`config.mk`:
```
export PLATFORM = sky130hd
export DESIGN_NAME = ifu_axi_burst_fetch
export DESIGN_NICKNAME = d
export VERILOG_FILES = /design/src/rtl/ifu_axi_burst_fetch.sv
export SDC_FILE = /design/constraint.sdc
export NUM_CORES = 1
export LEC_CHECK = 0
export BUFFER_PORTS_ARGS = -buffer_cell sky130_fd_sc_hd__buf_4
export CORE_MARGIN = 8
export CORE_UTILIZATION = 45
export DETAILED_ROUTE_END_ITERATION = 10
export GPL_ROUTABILITY_DRIVEN = 1
export MAX_ROUTING_LAYER = met4
export PLACE_DENSITY_LB_ADDON = 0.2
export SYNTH_ARGS = -nofsm -noshare
export SYNTH_HDL_FRONTEND = slang
export SYNTH_SLANG_ARGS = --single-unit
```
`constraint.sdc`:
```
create_clock -name clk -period 3.3 [get_ports clk]
set_input_delay 0.165 -clock clk [delete_from_list [all_inputs] [get_ports clk]]
set_output_delay 0.165 -clock clk [all_outputs]
set_load 0.03 [all_outputs]
```
`src/rtl/ifu_axi_burst_fetch.sv`:
```
// AXI4 read-master fetch unit: one INCR burst of BEATS words per accepted PC, buffered with PCs for decode.
// Optional IFU_ACERR_EN: per-entry inst_err output; an error beat truncates the rest of its burst.
module ifu_axi_burst_fetch #(
  parameter int unsigned ADDR_W     = 32,
  parameter int unsigned DATA_W     = 32,
  parameter int unsigned ID_W       = 4,
  parameter int unsigned FETCH_ID   = 0,
  parameter int unsigned BEATS      = 4,
  parameter int unsigned FIFO_DEPTH = 8,
  parameter int unsigned GRANT_W    = 2,
  parameter int unsigned GRANT_ID   = 1
) (
  input  logic               clk,
  input  logic               resetn,
  input  logic [ADDR_W-1:0]  pc,
  input  logic               pc_valid,
  output logic               pc_ready,
  input  logic               flush,
  input  logic [GRANT_W-1:0] grant,
  output logic               irequest,
  output logic [ADDR_W-1:0]  araddr,
  output logic               arvalid,
  input  logic               arready,
  output logic [ID_W-1:0]    arid,
  output logic [7:0]         arlen,
  output logic [2:0]         arsize,
  output logic [1:0]         arburst,
  input  logic [DATA_W-1:0]  rdata,
  input  logic [1:0]         rresp,
  input  logic [ID_W-1:0]    rid,
  input  logic               rlast,
  input  logic               rvalid,
  output logic               rready,
  output logic [DATA_W-1:0]  inst,
  output logic [ADDR_W-1:0]  inst_pc,
  output logic               inst_valid,
  input  logic               inst_ready
`ifdef IFU_ACERR_EN
  ,
  output logic               inst_err
`endif
);

  localparam int unsigned BYTES  = DATA_W / 8;
  localparam int unsigned OFF_W  = $clog2(BYTES);
  localparam int unsigned BEAT_W = (BEATS > 1) ? $clog2(BEATS) : 1;
  localparam int unsigned PTR_W  = (FIFO_DEPTH > 1) ? $clog2(FIFO_DEPTH) : 1;
  localparam int unsigned CNT_W  = PTR_W + 1;

  typedef enum logic [1:0] {
    S_IDLE  = 2'd0,
    S_ADDR  = 2'd1,
    S_DATA  = 2'd2,
    S_DRAIN = 2'd3
  } state_t;

  state_t              r_state, w_state_nxt;
  logic [BEAT_W-1:0]   r_beat, w_beat_nxt;
  logic [ADDR_W-1:0]   r_base, w_base_nxt;
  logic                r_arvalid, w_arvalid_nxt;
  logic                r_irequest, w_irequest_nxt;
  logic                r_flushed, w_flushed_nxt;
  logic                w_push, w_pop;
  logic                w_granted, w_rid_ok, w_beat_hs, w_last;
  logic                w_skip_cur, w_beat_err;
  logic [ADDR_W-1:0]   w_beat_pc;
  logic [CNT_W-1:0]    w_free;

  logic [DATA_W-1:0]   r_mem_data [FIFO_DEPTH];
  logic [ADDR_W-1:0]   r_mem_pc   [FIFO_DEPTH];
  logic [PTR_W-1:0]    r_wr_ptr, r_rd_ptr;
  logic [CNT_W-1:0]    r_count;

`ifdef IFU_ACERR_EN
  logic                r_skip, w_skip_nxt;
  logic                r_mem_err [FIFO_DEPTH];
  assign w_skip_cur = r_skip;
  assign w_beat_err = (rresp != 2'b00) || (rlast != w_last);
  assign inst_err   = r_mem_err[r_rd_ptr];
`else
  logic                w_unused;
  assign w_skip_cur = 1'b0;
  assign w_beat_err = 1'b0;
  assign w_unused   = ^{rresp, rlast};
`endif

  assign w_granted = (grant == GRANT_W'(GRANT_ID));
  assign w_rid_ok  = (rid == ID_W'(FETCH_ID));
  assign w_last    = (r_beat == BEAT_W'(BEATS - 1));
  assign w_free    = CNT_W'(FIFO_DEPTH) - r_count;
  assign w_beat_pc = r_base + ADDR_W'(r_beat) * ADDR_W'(BYTES);

  assign pc_ready  = (r_state == S_IDLE) && (w_free >= CNT_W'(BEATS)) && !flush;
  assign rready    = ((r_state == S_DATA) || (r_state == S_DRAIN)) && w_granted;
  assign w_beat_hs = rvalid && rready && w_rid_ok;

  assign irequest  = r_irequest;
  assign arvalid   = r_arvalid;
  assign araddr    = r_base;
  assign arid      = ID_W'(FETCH_ID);
  assign arlen     = 8'(BEATS - 1);
  assign arsize    = 3'(OFF_W);
  assign arburst   = 2'b01;

  assign inst_valid = (r_count != '0);
  assign inst       = r_mem_data[r_rd_ptr];
  assign inst_pc    = r_mem_pc[r_rd_ptr];
  assign w_pop      = inst_valid && inst_ready;

  // Fetch sequencing: accept PC, AR handshake (only counts when granted), beat collection / drain
  always_comb begin
    w_state_nxt    = r_state;
    w_beat_nxt     = r_beat;
    w_base_nxt     = r_base;
    w_arvalid_nxt  = r_arvalid;
    w_irequest_nxt = r_irequest;
    w_flushed_nxt  = r_flushed;
    w_push         = 1'b0;
`ifdef IFU_ACERR_EN
    w_skip_nxt     = r_skip;
`endif
    case (r_state)
      S_IDLE: begin
        if (pc_valid && pc_ready) begin
          w_base_nxt     = pc & ~ADDR_W'(BYTES - 1);
          w_state_nxt    = S_ADDR;
          w_arvalid_nxt  = 1'b1;
          w_irequest_nxt = 1'b1;
          w_flushed_nxt  = 1'b0;
          w_beat_nxt     = '0;
`ifdef IFU_ACERR_EN
          w_skip_nxt     = 1'b0;
`endif
        end
      end
      S_ADDR: begin
        if (flush) w_flushed_nxt = 1'b1;
        if (r_arvalid && arready && w_granted) begin
          w_arvalid_nxt = 1'b0;
          w_state_nxt   = (r_flushed || flush) ? S_DRAIN : S_DATA;
        end
      end
      S_DATA: begin
        if (w_beat_hs) begin
          w_beat_nxt = r_beat + BEAT_W'(1);
          w_push     = !flush && !w_skip_cur;
`ifdef IFU_ACERR_EN
          if (w_beat_err) w_skip_nxt = 1'b1;
`endif
          if (w_last) begin
            w_state_nxt    = S_IDLE;
            w_irequest_nxt = 1'b0;
            w_beat_nxt     = '0;
          end else if (flush) begin
            w_state_nxt = S_DRAIN;
          end
        end else if (flush) begin
          w_state_nxt = S_DRAIN;
        end
      end
      S_DRAIN: begin
        if (w_beat_hs) begin
          w_beat_nxt = r_beat + BEAT_W'(1);
          if (w_last) begin
            w_state_nxt    = S_IDLE;
            w_irequest_nxt = 1'b0;
            w_beat_nxt     = '0;
          end
        end
      end
      default: w_state_nxt = S_IDLE;
    endcase
  end

  always_ff @(posedge clk) begin
    if (!resetn) begin
      r_state    <= S_IDLE;
      r_beat     <= '0;
      r_base     <= '0;
      r_arvalid  <= 1'b0;
      r_irequest <= 1'b0;
      r_flushed  <= 1'b0;
`ifdef IFU_ACERR_EN
      r_skip     <= 1'b0;
`endif
    end else begin
      r_state    <= w_state_nxt;
      r_beat     <= w_beat_nxt;
      r_base     <= w_base_nxt;
      r_arvalid  <= w_arvalid_nxt;
      r_irequest <= w_irequest_nxt;
      r_flushed  <= w_flushed_nxt;
`ifdef IFU_ACERR_EN
      r_skip     <= w_skip_nxt;
`endif
    end
  end

  // Instruction FIFO; space is reserved at PC accept so a push never sees it full
  always_ff @(posedge clk) begin
    if (!resetn) begin
      r_wr_ptr <= '0;
      r_rd_ptr <= '0;
      r_count  <= '0;
      for (int unsigned i = 0; i < FIFO_DEPTH; i++) begin
        r_mem_data[i] <= '0;
        r_mem_pc[i]   <= '0;
`ifdef IFU_ACERR_EN
        r_mem_err[i]  <= 1'b0;
`endif
      end
    end else if (flush) begin
      r_wr_ptr <= '0;
      r_rd_ptr <= '0;
      r_count  <= '0;
    end else begin
      if (w_push) begin
        r_mem_data[r_wr_ptr] <= rdata;
        r_mem_pc[r_wr_ptr]   <= w_beat_pc;
`ifdef IFU_ACERR_EN
        r_mem_err[r_wr_ptr]  <= w_beat_err;
`endif
        r_wr_ptr <= r_wr_ptr + PTR_W'(1);
      end
      if (w_pop) r_rd_ptr <= r_rd_ptr + PTR_W'(1);
      r_count <= r_count + CNT_W'(w_push) - CNT_W'(w_pop);
    end
  end

endmodule

```
==> flow_summary_export.csv, run 1 <==
group,metric,value,unit
setup_path,crit_buf_inv,3,
cts,cts.repair.resized,0,
worst_hold_path,hold_start,"arready",
worst_hold_path,holdPathStages,4,
yosys,ys_seq_area_frac,0.648,
global_routing,grt_pass1_wl,92300,um
placed_design,port_buffers,171,
power_and_ir_drop,switching_power,4.19,mW
global_routing,grt_max_degree,53,
power_and_ir_drop,p_comb_frac,0.151,
timing,setup_viol,0,
placed_design,place_area,27000,um^2
job,cap_violations,0,
power_and_ir_drop,power.total,16.6,mW
routing,ant_nets,0,
power_and_ir_drop,p_leak,10.4,nW
cts,cts_buffer_depth,3,
setup_path,cp.required,3.13,ns
global_routing,grt.total_usage,0.198,
finish,final_area,29400,um^2
routing,dr_total_vias,14200,
setup_path,r2r_cells,7,
yosys,synth_edf_count,496,
yosys,synthMuxAreaShare,0.155,
yosys,syn-cell-area,24500,um^2
routing,wl_met2,29600,um
outcome,status,"finished, final reports clean",
yosys,synth-xor-area-share,0.0125,
timing,setup-tns-final,0,ns
finish,layout-drive-gt1-share,0.275,
placed_design,pre_cts_ws,0.744,ns
power_and_ir_drop,seq_power_share,0.486,
yosys,yosys.area_share.simple,0.146,
timing,period_share,0.857,
routing,wl_met1,25600,um
power_and_ir_drop,swShare,0.253,
yosys,synth_fa_ha_area_frac,0.00724,
finish,fin_cells,2617,
cts,cts_tree,"done",
placed_design,dp_hpwl,35300,um
floorplan,placementRows,85,
finish,area_growth_syn_to_layout,19.7,%
timing,skew,0.0188,ns
cts,cts_buffers,58,
setup_path,critPathMaxFanout,17,
placed_design,place_congestion,0.779,
placed_design,placed_cells,2449,
setup_path,r2r_setup_slack,0.77,ns
power_and_ir_drop,ir_drop,0.000407,V
floorplan,dieArea,62300,um^2
yosys,ys_types,56,
yosys,synth_top_family_by_area,"multiplexers",
timing,slew_headroom,0.451,
global_routing,antenna_found_initial,0,
timing,rsz0062_at_grt,"no",
routing,drtPass1Iterations,5,
cts,clk-insertion-delay-late,0.60,ns
setup_path,cp.arrival,2.66,ns
timing,tightest_slew,0.818,ns
yosys,async_reset_ff_frac,0,
timing,hold_viol,0,
finish,antenna_cells,0,
cts,clkSinkCount,546,
setup_path,cp_slowest_cell,"dfxtp_4",
cts,clkTransAtPathRegs,0.06,ns
yosys,syn_avg_cell_area,15.1,um^2
finish,fin_nets,1974,
routing,post_drt_wl_per_cell,23.0,um
floorplan,core-area,53900,um^2
timing,maxSlewViolCount,0,
power_and_ir_drop,power.internal,12.4,mW
cts,cts_htree_levels,2,
setup_path,r2r_end,"r_mem_pc[4][20]",
setup_path,worst_setup_path_start_kind,"flip-flop",
floorplan,ioPinCount,198,
floorplan,die_y,250,um
routing,drtIter0Drc,1016,
setup_path,max_stage_delay,0.56,ns
timing,fin_ws,0.472,ns
yosys,synth_ff_type,"edfxtp_1",
setup_path,worst_path_dominant_cell_family,"multiplexers",
routing,drc,0,
timing,fmax,354,MHz
worst_hold_path,min_to,"r_state[1]",
yosys,ys_ff_latch,546,
yosys,yosys_warnings,0,
routing,routed-wl-met3,3910,um
cts,clockRootBuffer,"clkbuf_16",
routing,top_layer_used,"met4",
yosys,postSynthCellCount,1627,
worst_hold_path,hold_path_class,"in -> reg",
setup_path,crit_path_frequent_cell,"buf_12",
finish,final_cell_mix,"496 x edfxtp_1, 273 x and2_1, 245 x nor2_1",
setup_path,regToRegStartpoint,"araddr[2]",
finish,final_common_cell,"edfxtp_1",
power_and_ir_drop,power.density,564,nW/um^2
yosys,synth_compound_area_frac,0.00362,
global_routing,grt-ovfl-total,0,
global_routing,grt_pass1_vias,15400,
setup_path,critPathKind,"reg -> out",
floorplan,fp.dieW,250,um
timing,period_minus_slack,2.83,ns
routing,totalWireLength,60100,um
power_and_ir_drop,pwr-share-clk,0.364,
routing,vias_per_cell,5.42,
floorplan,start_util,0.455,
setup_path,crit_path_cell_trace,"buf_12 > buf_12 > mux4_2 > mux2_2 > buf_4",
setup_path,critPathCaptureType,"output port",
-- registers in the layout (all words and copies together) (netlist names), named ones only --
register	flops
r_count	4
r_beat	2
r_rd_ptr	3
arvalid	1
r_flushed	1
r_wr_ptr	3
r_mem_data	256
araddr	30
r_state	2
r_mem_pc	240
irequest	1
-- cell families (layout without fill, tap and decap cells) --
| group | count (synthesis) | after routing |
|---|---|---|
| adders and majority gates | 13 | 13 |
| buffers and inverters | 136 | 411 |
| muxes | 218 | 218 |
| AOI/OAI and AO/OA | 14 | 14 |
| and+or+nand+nor | 663 | 663 |
| other | 2 | 21 |
| DFF | 546 | 546 |
| xor gates and xnor gates | 35 | 35 |
-- how the worst max path moves through the flow --
stage,startpoint,cells after the start,to
floorplan,r_state[0],7,r_mem_data[1][0]
global placement,grant[1],7,r_mem_pc[3][8]
detailed placement,grant[1],7,r_mem_pc[3][16]
CTS,flip-flop,5,inst_pc[19]
global route,flip-flop,5,inst_pc[19]
finish,flip-flop,5,inst_pc[19]
-- through the flow --
stage / util / hold WS [ns]
floorplan: - / 0.325
global placement: 0.500 / 0.415
detailed placement: 0.500 / 0.426
CTS: 0.545 / 0.00584
global route: 0.545 / 0.0568
finish: 0.545 / 0.0332
-- synth_stat cells (7+ instances only) --
master	number	area (um^2)
edfxtp_1	496	14900
and2_1	273	1710
nor2_1	247	927
mux4_2	124	2790
mux2_2	62	698
clkbuf_1	59	221
dfxtp_1	50	1000
nor2b_1	34	213
mux2i_1	32	320
buf_2	28	140
xnor2_1	27	236
nand2_1	26	97.6
buf_4	22	165
nand3_1	18	90.1
inv_1	14	52.6
ha_1	11	138
and3_1	8	50.1
xor2_1	8	70.1
nor3_1	7	35.0
-- what timing repair did --
action                                 4_1_cts  5_1_grt
endpoints found under the hold margin      301        0
buffers inserted                             0        0
hold buffers                                68        0
-- power groups by stage --
stage	registers, mW	logic [mW]	clock network, mW
2_1_floorplan	8.23	1.54	0
3_3_place_gp	8.18	2.44	0
3_5_place_dp	8.20	2.46	0
4_1_cts	8.06	2.54	6.15
5_1_grt	8.09	2.69	6.41
6_report	8.06	2.50	6.03
-- area by class of cell --
cell class,instances,area [um^2]
fill,4336,24600
sequential,546,15900
multi-input combinational,964,8140
timing repair buffer,297,2660
clock buffer,78,1590
tap,696,871
clock inverter,22,141
inverter,14,52.6
-- worst reg2reg max path, cell delays in order, from the launching register on --
cell and delay [ns]:
dfxtp_1 0.33, ha_1 0.22, fa_1 0.40, and3_1 0.25, nand4_2 0.22, nor3_1 0.11, xnor2_1 0.64, nor2_1 0.11
-- routing by layer --
layer,up-vias,global-route usage
met3,75,0.0378
li1,6420,-
met2,458,0.331
met1,7239,0.252
met4,0,0.0396
met5,-,-
Note: power is estimated with default switching activity, not from simulation.
==> run 2, diff against run 1 <==
--- a/config.mk
+++ b/config.mk
@@ -7,7 +7,7 @@
 export LEC_CHECK = 0
 export BUFFER_PORTS_ARGS = -buffer_cell sky130_fd_sc_hd__buf_4
 export CORE_MARGIN = 8
-export CORE_UTILIZATION = 45
+export CORE_UTILIZATION = 58
 export DETAILED_ROUTE_END_ITERATION = 10
 export GPL_ROUTABILITY_DRIVEN = 1
 export MAX_ROUTING_LAYER = met4
==> constraint.sdc (replaced) <==
create_clock -name clk -period 3.24 [get_ports clk]
set_input_delay 0.162 -clock clk [delete_from_list [all_inputs] [get_ports clk]]
set_output_delay 0.162 -clock clk [all_outputs]
set_load 0.03 [all_outputs]
==> flow_summary_export.csv, run 2 (synthesized netlist as in run 1, its figures left out) <==
group,metric,value,unit
floorplan,fp.dieW,222,um
cts,clkTransAtPathRegs,0.06,ns
setup_path,crit_buf_inv,2,
worst_hold_path,min_to,"r_state[1]",
placed_design,port_buffers,171,
setup_path,cp.required,3.08,ns
floorplan,placementRows,75,
cts,cts_buffer_depth,3,
job,cap_violations,0,
finish,area_growth_syn_to_layout,18.4,%
cts,cts_tree,"done",
routing,ant_nets,0,
timing,period_minus_slack,2.89,ns
finish,fin_util,0.694,
power_and_ir_drop,ir_drop,0.000552,V
finish,final.fill_count,2774,
global_routing,grt_pass1_wl,90300,um
timing,period_share,0.893,
global_routing,grt.total_usage,0.246,
timing,fmax,346,MHz
finish,seqCellArea,15900,um^2
placed_design,place_congestion,0.770,
routing,post_drt_wl_per_cell,24.0,um
finish,fin_nets,1964,
timing,skew,0.0146,ns
timing,maxSlewViolCount,0,
setup_path,crit_path_frequent_cell,"buf_4",
routing,wl_met1,24000,um
finish,top_register,"r_mem_data",
routing,vias_per_cell,5.91,
floorplan,die_y,222,um
cts,clockRootBuffer,"clkbuf_16",
routing,drc,0,
setup_path,regToRegStartpoint,"r_state[1]",
finish,antenna_cells,0,
cts,postCtsSetupBuffers,0,
setup_path,worst_path_dominant_cell_family,"multiplexers",
global_routing,grt-ovfl-total,0,
routing,wl_met2,29100,um
power_and_ir_drop,power.total,16.7,mW
timing,holdWs,0.0383,ns
cts,clkSinkCount,546,
timing,tightest_slew,0.877,ns
cts,cts_htree_levels,2,
placed_design,place_area,26700,um^2
worst_hold_path,hold_start,"arready",
global_routing,grt_pass1_vias,15300,
timing,slew_headroom,0.411,
setup_path,critPathCaptureType,"output port",
power_and_ir_drop,power.density,574,nW/um^2
cts,cts_buffers,55,
setup_path,critPathKind,"reg -> out",
setup_path,worst_setup_path_start_kind,"flip-flop",
global_routing,grt_max_degree,61,
cts,clk-insertion-delay-late,0.60,ns
finish,layout-drive-gt1-share,0.273,
timing,rsz0062_at_grt,"no",
timing,setup_viol,0,
setup_path,cp.arrival,2.73,ns
worst_hold_path,hold_path_class,"in -> reg",
cts,cts.repair.resized,0,
routing,totalWireLength,58900,um
floorplan,ioPinCount,198,
setup_path,cp_slowest_cell,"dfxtp_4",
routing,dr_total_vias,14500,
cts,cts_hold_buf,68,
finish,largest_reg_flops,256,
setup_path,r2r_end,"r_count[2]",
floorplan,core-area,41900,um^2
setup_path,max_stage_delay,0.73,ns
power_and_ir_drop,p_leak,10.3,nW
timing,hold_viol,0,
routing,routed-wl-met3,4370,um
setup_path,r2r_setup_slack,0.72,ns
placed_design,dp_hpwl,34200,um
finish,final_common_cell,"edfxtp_1",
global_routing,antenna_found_initial,0,
routing,top_layer_used,"met4",
setup_path,r2r_cells,8,
routing,drtIter0Drc,1249,
setup_path,crit_path_cell_trace,"buf_4 > mux4_2 > mux2_2 > buf_4",
floorplan,dieArea,49200,um^2
outcome,status,"finished, final reports clean",
finish,multi_input_area,8140,um^2
finish,final_area,29100,um^2
setup_path,critPathMaxFanout,24,
routing,drtPass1Iterations,5,
timing,setup-tns-final,0,ns
finish,final_cell_mix,"496 x edfxtp_1, 273 x and2_1, 245 x nor2_1",
floorplan,start_util,0.586,
worst_hold_path,holdPathStages,4,
[run 2: how the worst max path moves through the flow]
stage | end | cells after the start | start
5_1_grt | inst[18] | 4 | flip-flop
3_5_place_dp | r_mem_data[0][13] | 7 | grant[1]
6_report | inst_pc[14] | 4 | flip-flop
3_3_place_gp | r_mem_data[0][12] | 7 | grant[1]
4_1_cts | inst_pc[16] | 4 | flip-flop
2_1_floorplan | r_mem_data[7][0] | 7 | r_state[0]
[run 2: metrics by stage]
| stage | cells | setup WS [ns] |
|---|---|---|
| final | 2450 | 0.347 |
| after global routing | 2450 | 0.201 |
| after CTS | 2450 | 0.265 |
| after detailed placement | 2285 | 0.715 |
| after global placement | 2285 | 0.745 |
| after floorplan | 1646 | 0.000429 |
[run 2: power breakdown]
| group | switching [mW] | internal, mW | leakage, nW |
|---|---|---|---|
| Clock | 2.59 | 3.38 | 0.833 |
| Combinational | 1.38 | 1.12 | 4.14 |
| Sequential | 0.232 | 7.99 | 5.38 |
[run 2: layer usage]
metal,vias to the layer above,track usage
met5,-,-
met4,0,0.0674
met2,637,0.407
li1,6396,-
met1,7341,0.320
met3,109,0.0333
[run 2: final cells by class]
type	instances	area share
well taps	539	0.0232
multi-input cells	964	0.280
clock inverters	22	0.00491
clock buffers	75	0.0529
repair buffers	290	0.0894
inverters	14	0.00181
flip-flops and latches	546	0.547
[run 2: tightest hold or removal path, delay by kind of cell]
family	cells	cell delay (ns)
AO/OA/AOI/OAI	1	0.08
buffers and inverters	1	0.11
AND/OR/NAND/NOR	2	0.22
